<file path="config.mk">
export PLATFORM = sky130hd
export DESIGN_NAME = alu_bus_sequencer
export DESIGN_NICKNAME = d
export VERILOG_FILES = /design/src/rtl/alu_bus_sequencer.sv
export SDC_FILE = /design/constraint.sdc
export NUM_CORES = 1
export LEC_CHECK = 0
export ABC_AREA = 1
export ABC_CLOCK_PERIOD_IN_PS = 1700
export BUFFER_PORTS_ARGS = -buffer_cell sky130_fd_sc_hd__clkbuf_2
export CAP_MARGIN = 40
export CORE_AREA = 2 2 58 60
export CTS_CLUSTER_SIZE = 20
export DETAILED_ROUTE_END_ITERATION = 10
export DIE_AREA = 0 0 60 62
export GPL_TIMING_DRIVEN = 0
export PLACE_DENSITY = 0.74
export SLEW_MARGIN = 20
export SYNTH_ARGS = -nofsm -noshare
export SYNTH_HDL_FRONTEND = slang
export SYNTH_SLANG_ARGS = --single-unit
</file>
<file path="constraint.sdc">
create_clock -name clock -period 1.7 [get_ports clock]
set_clock_uncertainty 0.1 [all_clocks]
set_input_delay 0.34 -clock clock [delete_from_list [all_inputs] [get_ports clock]]
set_output_delay 0.34 -clock clock [all_outputs]
set_load 0.01 [all_outputs]
</file>
<file path="src/rtl/alu_bus_sequencer.sv">
// Sequences register-file and ALU strobes so exactly one agent drives the matrix bus per cycle.
// Strobes are registered from next state: LOAD1 visible the cycle after start is accepted; start is ignored while busy.
module alu_bus_sequencer #(
  parameter int ADDR_W   = 3,
  parameter int TIMEOUT  = 64,
  parameter int OVER_BIT = 6
) (
  input  logic              clock,
  input  logic              reset,
  input  logic              start,
  input  logic [6:0]        opcode,
  input  logic [ADDR_W-1:0] src1,
  input  logic [ADDR_W-1:0] src2,
  input  logic [ADDR_W-1:0] dest,
  output logic              busy,
  output logic              instr_done,
  output logic              error,
  output logic              rf_rd_en,
  output logic [ADDR_W-1:0] rf_rd_addr,
  output logic              rf_wr_en,
  output logic [ADDR_W-1:0] rf_wr_addr,
  output logic              alu_enable,
  output logic              alu_in1,
  output logic              alu_in2,
  output logic              alu_compute,
  output logic              alu_out,
  output logic              alu_over,
  output logic [6:0]        alu_operation,
  input  logic              alu_done
);

  localparam int CNT_W = $clog2(TIMEOUT + 1);

  localparam logic [2:0] S_IDLE    = 3'd0;
  localparam logic [2:0] S_LOAD1   = 3'd1;
  localparam logic [2:0] S_LOAD2   = 3'd2;
  localparam logic [2:0] S_COMPUTE = 3'd3;
  localparam logic [2:0] S_WB      = 3'd4;
  localparam logic [2:0] S_WB_OVER = 3'd5;
  localparam logic [2:0] S_ACK     = 3'd6;
  localparam logic [2:0] S_ABORT   = 3'd7;

  logic [2:0]        state;
  logic [2:0]        nxt;
  logic [CNT_W-1:0]  cnt;
  logic [6:0]        op_q;
  logic [ADDR_W-1:0] src2_q;
  logic [ADDR_W-1:0] dest_q;

  assign alu_operation = op_q;

  // alu_done is tested before the timeout so a simultaneous done still writes back.
  always_comb begin
    nxt = state;
    case (state)
      S_IDLE:    if (start) nxt = S_LOAD1;
      S_LOAD1:   nxt = S_LOAD2;
      S_LOAD2:   nxt = S_COMPUTE;
      S_COMPUTE: begin
        if (alu_done)                              nxt = S_WB;
        else if (cnt == CNT_W'(TIMEOUT - 1))       nxt = S_ABORT;
      end
      S_WB:      nxt = op_q[OVER_BIT] ? S_WB_OVER : S_ACK;
      S_WB_OVER: nxt = S_ACK;
      S_ACK:     nxt = S_IDLE;
      S_ABORT:   nxt = S_IDLE;
      default:   nxt = S_IDLE;
    endcase
  end

  always_ff @(posedge clock) begin
    if (reset) begin
      state       <= S_IDLE;
      cnt         <= '0;
      op_q        <= '0;
      src2_q      <= '0;
      dest_q      <= '0;
      busy        <= 1'b0;
      instr_done  <= 1'b0;
      error       <= 1'b0;
      rf_rd_en    <= 1'b0;
      rf_rd_addr  <= '0;
      rf_wr_en    <= 1'b0;
      rf_wr_addr  <= '0;
      alu_enable  <= 1'b0;
      alu_in1     <= 1'b0;
      alu_in2     <= 1'b0;
      alu_compute <= 1'b0;
      alu_out     <= 1'b0;
      alu_over    <= 1'b0;
    end else begin
      state <= nxt;
      cnt   <= (state == S_COMPUTE) ? cnt + CNT_W'(1) : '0;
      if (state == S_IDLE && start) begin
        op_q   <= opcode;
        src2_q <= src2;
        dest_q <= dest;
      end
      busy        <= (nxt != S_IDLE);
      instr_done  <= (nxt == S_ACK);
      error       <= (nxt == S_ABORT);
      rf_rd_en    <= (nxt == S_LOAD1) || (nxt == S_LOAD2);
      // LOAD1 is only reached from an accepted start, so src1 is taken straight from the port.
      rf_rd_addr  <= (nxt == S_LOAD1) ? src1 :
                     (nxt == S_LOAD2) ? src2_q : '0;
      rf_wr_en    <= (nxt == S_WB) || (nxt == S_WB_OVER);
      rf_wr_addr  <= (nxt == S_WB)      ? dest_q :
                     (nxt == S_WB_OVER) ? dest_q + ADDR_W'(1) : '0;
      alu_enable  <= (nxt == S_LOAD1) || (nxt == S_LOAD2) || (nxt == S_COMPUTE) ||
                     (nxt == S_WB) || (nxt == S_WB_OVER);
      alu_in1     <= (nxt == S_LOAD1);
      alu_in2     <= (nxt == S_LOAD2);
      alu_compute <= (nxt == S_COMPUTE);
      alu_out     <= (nxt == S_WB);
      alu_over    <= (nxt == S_WB_OVER);
    end
  end

endmodule

</file>
==> results of run 1 <==
==> metrics by stage <==
step	instances	setup slack (ns)	hold slack [ns]	util (%)
floorplan	177	0.3342	0.3175	-
global placement	266	0.1160	0.3315	53.96
finish	273	0.2140	0.09472	56.08
CTS	273	0.1497	0.09143	56.00
global route	273	0.02206	0.09675	56.08
detailed placement	266	0.1068	0.3417	53.96
==> flip-flops by register name, indices dropped and copies added, names as in the netlist, 3 cells and up <==
register,count
rf_wr_addr,3
state,3
cnt,7
src2_q,3
alu_operation,7
rf_rd_addr,3
dest_q,3
==> cell type report <==
type,instances,area (um2),share of cell area [%]
buffer,5,21.27,1.193
clock buffer,7,65.06,3.649
inverter,16,60.06,3.368
multi-input combinational,116,563.0,31.58
sequential,40,800.8,44.91
tap,46,57.56,3.228
timing repair buffer,43,215.2,12.07
==> report_power, final <==
group	internal (mW)	switching [mW]
Sequential	1.01	0.0378
Clock	0.235	0.281
Combinational	0.124	0.217
Total	1.37	0.535
==> cell usage after synthesis, types with 3 or more instances <==
cell,instances,share of area [%]
dfxtp_1,40,56
nand2_1,36,9.4
a21oi_1,21,7.3
nor2_1,17,4.4
inv_1,15,3.9
nand3_1,12,4.2
o21ai_0,10,3.5
nor2_2,4,1.7
clkbuf_1,3,0.78
nand2_2,3,1.3
==> per-layer routing <==
metal / vias up / part of all wire, %
met1: 585 / 44
met4: 0 / 1.1
met5: - / 0
li1: 673 / -
met3: 3 / 5.8
met2: 25 / 49
==> final timing paths <==
| kind | startpoint | cells past startpoint | slack [ns] | end |
|---|---|---|---|---|
| max | cnt[0]$_SDFF_PP0_ | 9 | 0.21 | alu_enable$_SDFF_PP0_ |
| min | src1[1] | 3 | 0.09 | rf_rd_addr[1]$_SDFF_PP0_ |
| max reg2reg | cnt[0]$_SDFF_PP0_ | 9 | 0.21 | alu_enable$_SDFF_PP0_ |
| min reg2reg | src2_q[1]$_SDFFE_PP0P_ | 2 | 0.35 | src2_q[1]$_SDFFE_PP0P_ |
==> cells by family after synthesis <==
family	after synthesis	synth area share (%)
compound gates	35	12.84
xor+xnor	1	0.6072
fa+ha+maj	2	1.734
buf+inv	21	5.637
flops	40	55.51
simple gates	78	23.68
==> timing repair <==
item,CTS,global route
buffers inserted,0,0
resized for setup,0,1
setup endpoints to repair,0,2
==> critical path: cells and delay by family (launching register included) <==
| kind | cells | cell delay, ns |
|---|---|---|
| AO/OA/AOI/OAI | 1 | 0.15 |
| adder cells (fa/ha/maj) | 1 | 0.17 |
| flip-flops | 1 | 0.37 |
| AND/OR/NAND/NOR | 7 | 0.63 |
==> metrics.md, run 1 <==
| Metric | Value |
|---|---|
| Die span in y | `62 um` |
| Syn avg cell area | `8.150 um2` |
| Ys Warns | `0` |
| Clk_lat worst skew | `0.34 ns` |
| Worst IR Drop VDD | `0.0006834 V` |
| GR Util met1 | `20.49%` |
| Synthesis-to-finish area growth | `23.59%` |
| Final Power | `1.907 mW` |
| DRC Markers | `0` |
| Minimum clock period | `1.486 ns` |
| CTS root buffer | `clkbuf_4` |
| Top FF cell, synth | `dfxtp_1` |
| Crit-path slowest cell | `dfxtp_1` |
| Total negative slack | `0 ns` |
| Most frequent cells in the layout | `43 x clkbuf_2, 40 x dfxtp_1, 35 x nand2_1` |
| Hold Violations, Final | `0` |
| Most common cell after layout, fill and taps aside | `clkbuf_2` |
| Top cell by count, worst path | `nand2_1` |
| Antenna violations before repair | `0` |
| Startpoint types | `flop` |
| Fin area | `0.001783 mm2` |
| Maximum clock path buffer count | `2` |
| WL final | `2.737 mm` |
| GR Layer Usage met3 | `6.832%` |
| Vias in the first global route | `1,046` |
| Data required, critical path | `1.87 ns` |
| Routed WL per cell | `10.03 um` |
| RSZ-0062 raised after global routing | `false` |
| GR peak layer | `met2` |
| H-tree levels | `2` |
| Core box area | `0.003179 mm2` |
| TritonCTS clock tree | `yes` |
| # setup viols final | `0` |
| Starting density of the core | `45.38%` |
| Outcome | `completed` |
| Total GRT Usage | `16.22%` |
| Top Ports | `44` |
| Register area share after synthesis | `55.51%` |
| Die ar. | `0.003720 mm2` |
| Dpl cell area | `0.001715 mm2` |
| Met2 usage | `24.07%` |
| Critical Path Fanout Max | `6` |
| Synth Cell Area | `0.001443 mm2` |
| P_leak | `0.8218 nW` |
| Slew Viols, Final | `0` |
| Cell row count | `21` |
| Final Net Count | `249` |
| Post-DR vias/cell | `4.711` |
| Max Cap Violations | `0` |
| Layout cell share with drive strength beyond 1 | `27.75%` |
| Sink Count | `40` |
| Crit. End Element | `flop` |
| Number of synthesized flops with an enable pin | `0` |
| Hold Path Class | `input port to flop` |
| PD cells | `1069 mW/mm2` |
| Ys async rst share | `0%` |
| Slew Limit Headroom | `67.43%` |
| Antenna fix cells | `0` |
| Worst path cell trace | `ha_1 > nand2_1 > nor2_2 > nand2_1 > nand2_1 > nand2_1 > nand2_2 > nand2_2 > o22ai_1` |
| Total gr overflow | `0` |
| CTS Hold Buffers Added | `0` |
| Syn nets | `199` |
| Total CTS buffers | `5` |
| Kind of critical path | `flop to flop` |
| Die Width | `60 um` |
| # port buffers | `43` |
| FMAX | `0.6729 GHz` |
| Tcrit/Tclk final | `87.41%` |
| Initial drt markers | `28` |
| Final HPWL DP | `2.076 mm` |
| RePlAce Congestion | `0.7453` |
| Crit path largest cell delay | `0.37 ns` |
| Worst-Margin Slew | `0.4885 ns` |
| Worst-path clk slew | `0.11 ns` |
| Syn Inst Count | `177` |
| Fillers | `340` |
| Worst Path Arrival | `1.66 ns` |
| First-pass iteration count of the detailed router | `4` |
| Antenna viol nets, final | `0` |
| Yosys reg bits | `40` |
| First-pass GRT wire length | `4.457 mm` |
| Via Count | `1,286` |
| Yosys cell types | `22` |
| Largest net degree at the start of global routing | `12` |
No activity file was read; power rests on OpenSTA's default activity.
==> run 2: changes to the inputs <==
Settings changed: BUFFER_PORTS_ARGS -buffer_cell sky130_fd_sc_hd__clkbuf_2 to unset, CORE_AREA 2 2 58 60 to 2 2 53 55, DIE_AREA 0 0 60 62 to 0 0 55 57, DONT_BUFFER_PORTS set to 1, PLACE_DENSITY 0.74 to 0.75.
==> run 2 against run 1 <==
Compared with the run above: worst hold slack worse by 0.064 ns; global-route usage increased by 2.6 points; final cell count shrank 21%; die area decreased by 16%; worst setup slack worse by 0.041 ns; cell area fell by 14%; critical path depth unchanged; critical path type unchanged.
==> metrics.md, run 2 (synthesis gave the netlist of run 1 again) <==
| Metric | Value |
|---|---|
| Starting density of the core | `55.17%` |
| Hold Violations, Final | `0` |
| Worst-Margin Slew | `0.4893 ns` |
| Startpoint types | `flop` |
| Die span in y | `57 um` |
| Crit path largest cell delay | `0.37 ns` |
| # setup viols final | `0` |
| Max Cap Violations | `0` |
| TritonCTS clock tree | `yes` |
| Crit. End Element | `flop` |
| Critical Path Fanout Max | `6` |
| Hold Path Class | `input port to flop` |
| Most common cell after layout, fill and taps aside | `dfxtp_1` |
| CTS root buffer | `clkbuf_4` |
| Top cell by count, worst path | `nand2_1` |
| Final Net Count | `207` |
| Fillers | `239` |
| Via Count | `1,134` |
| Final Power | `1.748 mW` |
| FMAX | `0.6550 GHz` |
| PD cells | `1135 mW/mm2` |
| Non-filler cells, final | `216` |
| Slew Limit Headroom | `67.38%` |
| Maximum clock path buffer count | `2` |
| Worst path cell trace | `ha_1 > nand2_1 > nor2_2 > nand2_1 > nand2_1 > nand2_1 > nand2_2 > nand2_2 > o22ai_1` |
| RSZ-0062 raised after global routing | `false` |
| Data required, critical path | `1.86 ns` |
| First-pass iteration count of the detailed router | `4` |
| Sink Count | `40` |
| Worst-path clk slew | `0.10 ns` |
| CP bufs+invs | `0` |
| Core box area | `0.002615 mm2` |
| Layout cell share with drive strength beyond 1 | `10.27%` |
| RePlAce Congestion | `0.8457` |
| Minimum clock period | `1.527 ns` |
| Largest net degree at the start of global routing | `12` |
| Cells after DPL | `208` |
| Vias in the first global route | `1,056` |
| Crit-path leading delay family | `simple AND/OR/NAND/NOR gates` |
| Worst Path Arrival | `1.68 ns` |
| Clk_lat worst skew | `0.33 ns` |
| DRC Markers | `0` |
| Routed WL per cell | `12.36 um` |
| Final HPWL DP | `2.080 mm` |
| Synthesis-to-finish area growth | `6.765%` |
| Total negative slack | `0 ns` |
| Total gr overflow | `0` |
| Antenna violations before repair | `0` |
| Tcrit/Tclk final | `89.80%` |
| H-tree levels | `2` |
| Die Width | `55 um` |
| Initial drt markers | `23` |
| First-pass GRT wire length | `4.271 mm` |
| P_leak | `0.6286 nW` |
| Die ar. | `0.003135 mm2` |
| WL final | `2.669 mm` |
| Antenna fix cells | `0` |
| Top Ports | `44` |
| Total setup buffers inserted after CTS | `0` |
| Total CTS buffers | `5` |
| Antenna viol nets, final | `0` |
| Crit-path slowest cell | `dfxtp_1` |
| # port buffers | `0` |
| Cell row count | `19` |
| Worst IR Drop VDD | `0.0007979 V` |
| Most frequent cells in the layout | `40 x dfxtp_1, 35 x nand2_1, 21 x a21oi_1` |
| Kind of critical path | `flop to flop` |
| Post-layout util | `58.90%` |
| Slew Viols, Final | `0` |
| Total GRT Usage | `18.86%` |
| Post-DR vias/cell | `5.250` |
| Outcome | `completed` |
==> run 2: changes by cell type in the layout (fill, tap and decap cells not counted), sizes merged <==
cell | before | now
clkinv | 0 | 1
dlygate4sd3 | 0 | 1
clkbuf | 53 | 9
==> run 2: area by class of cell <==
type	count	area, um2	area share, %
Inverter	16	60.06	3.899
Clock inverter	1	5.005	0.3249
Sequential cell	40	800.8	51.99
Multi-Input combinational cell	116	563.0	36.56
Buffer	5	21.27	1.381
Timing Repair Buffer	1	10.01	0.6499
Clock buffer	6	41.29	2.681
Tap cell	31	38.79	2.518
==> run 2: per-layer routing <==
layer / up-vias / track usage, % / share of wire [%]
met5: - / 0 / 0
li1: 591 / - / -
met4: 0 / 11.50 / 2.1
met1: 499 / 22.32 / 41
met2: 37 / 28.40 / 49
met3: 7 / 7.068 / 7.4
==> run 2: timing repair <==
action | CTS | global route
setup endpoints to repair | 0 | 2
hold buffers | 1 | 0
endpoints found under the hold margin | 1 | 0
resized for setup | 0 | 1
==> run 2: through the flow <==
step | worst slack [ns] | cell area [um2] | hold slack (ns)
3_3_place_gp | 0.2131 | 1481 | 0.3295
4_1_cts | 0.1274 | 1538 | 0.01210
2_1_floorplan | 0.3342 | 1443 | 0.3175
6_report | 0.1733 | 1540 | 0.03122
3_5_place_dp | 0.1479 | 1481 | 0.3281
5_1_grt | 0.04865 | 1540 | 0.02571
==> run 2: power breakdown <==
group / switching, mW / total, mW / internal [mW]
logic: 0.173 / 0.253 / 0.0803
clock network: 0.261 / 0.413 / 0.152
registers: 0.0680 / 1.08 / 1.01
total: 0.502 / 1.75 / 1.25
==> run 2: final timing paths <==
kind	from	endpoint	slack, ns	cells past startpoint
max	cnt[0]$_SDFF_PP0_	alu_enable$_SDFF_PP0_	0.17	9
min	src1[1]	rf_rd_addr[1]$_SDFF_PP0_	0.03	2
max reg2reg	cnt[0]$_SDFF_PP0_	alu_enable$_SDFF_PP0_	0.17	9
min reg2reg	src2_q[0]$_SDFFE_PP0P_	src2_q[0]$_SDFFE_PP0P_	0.35	2
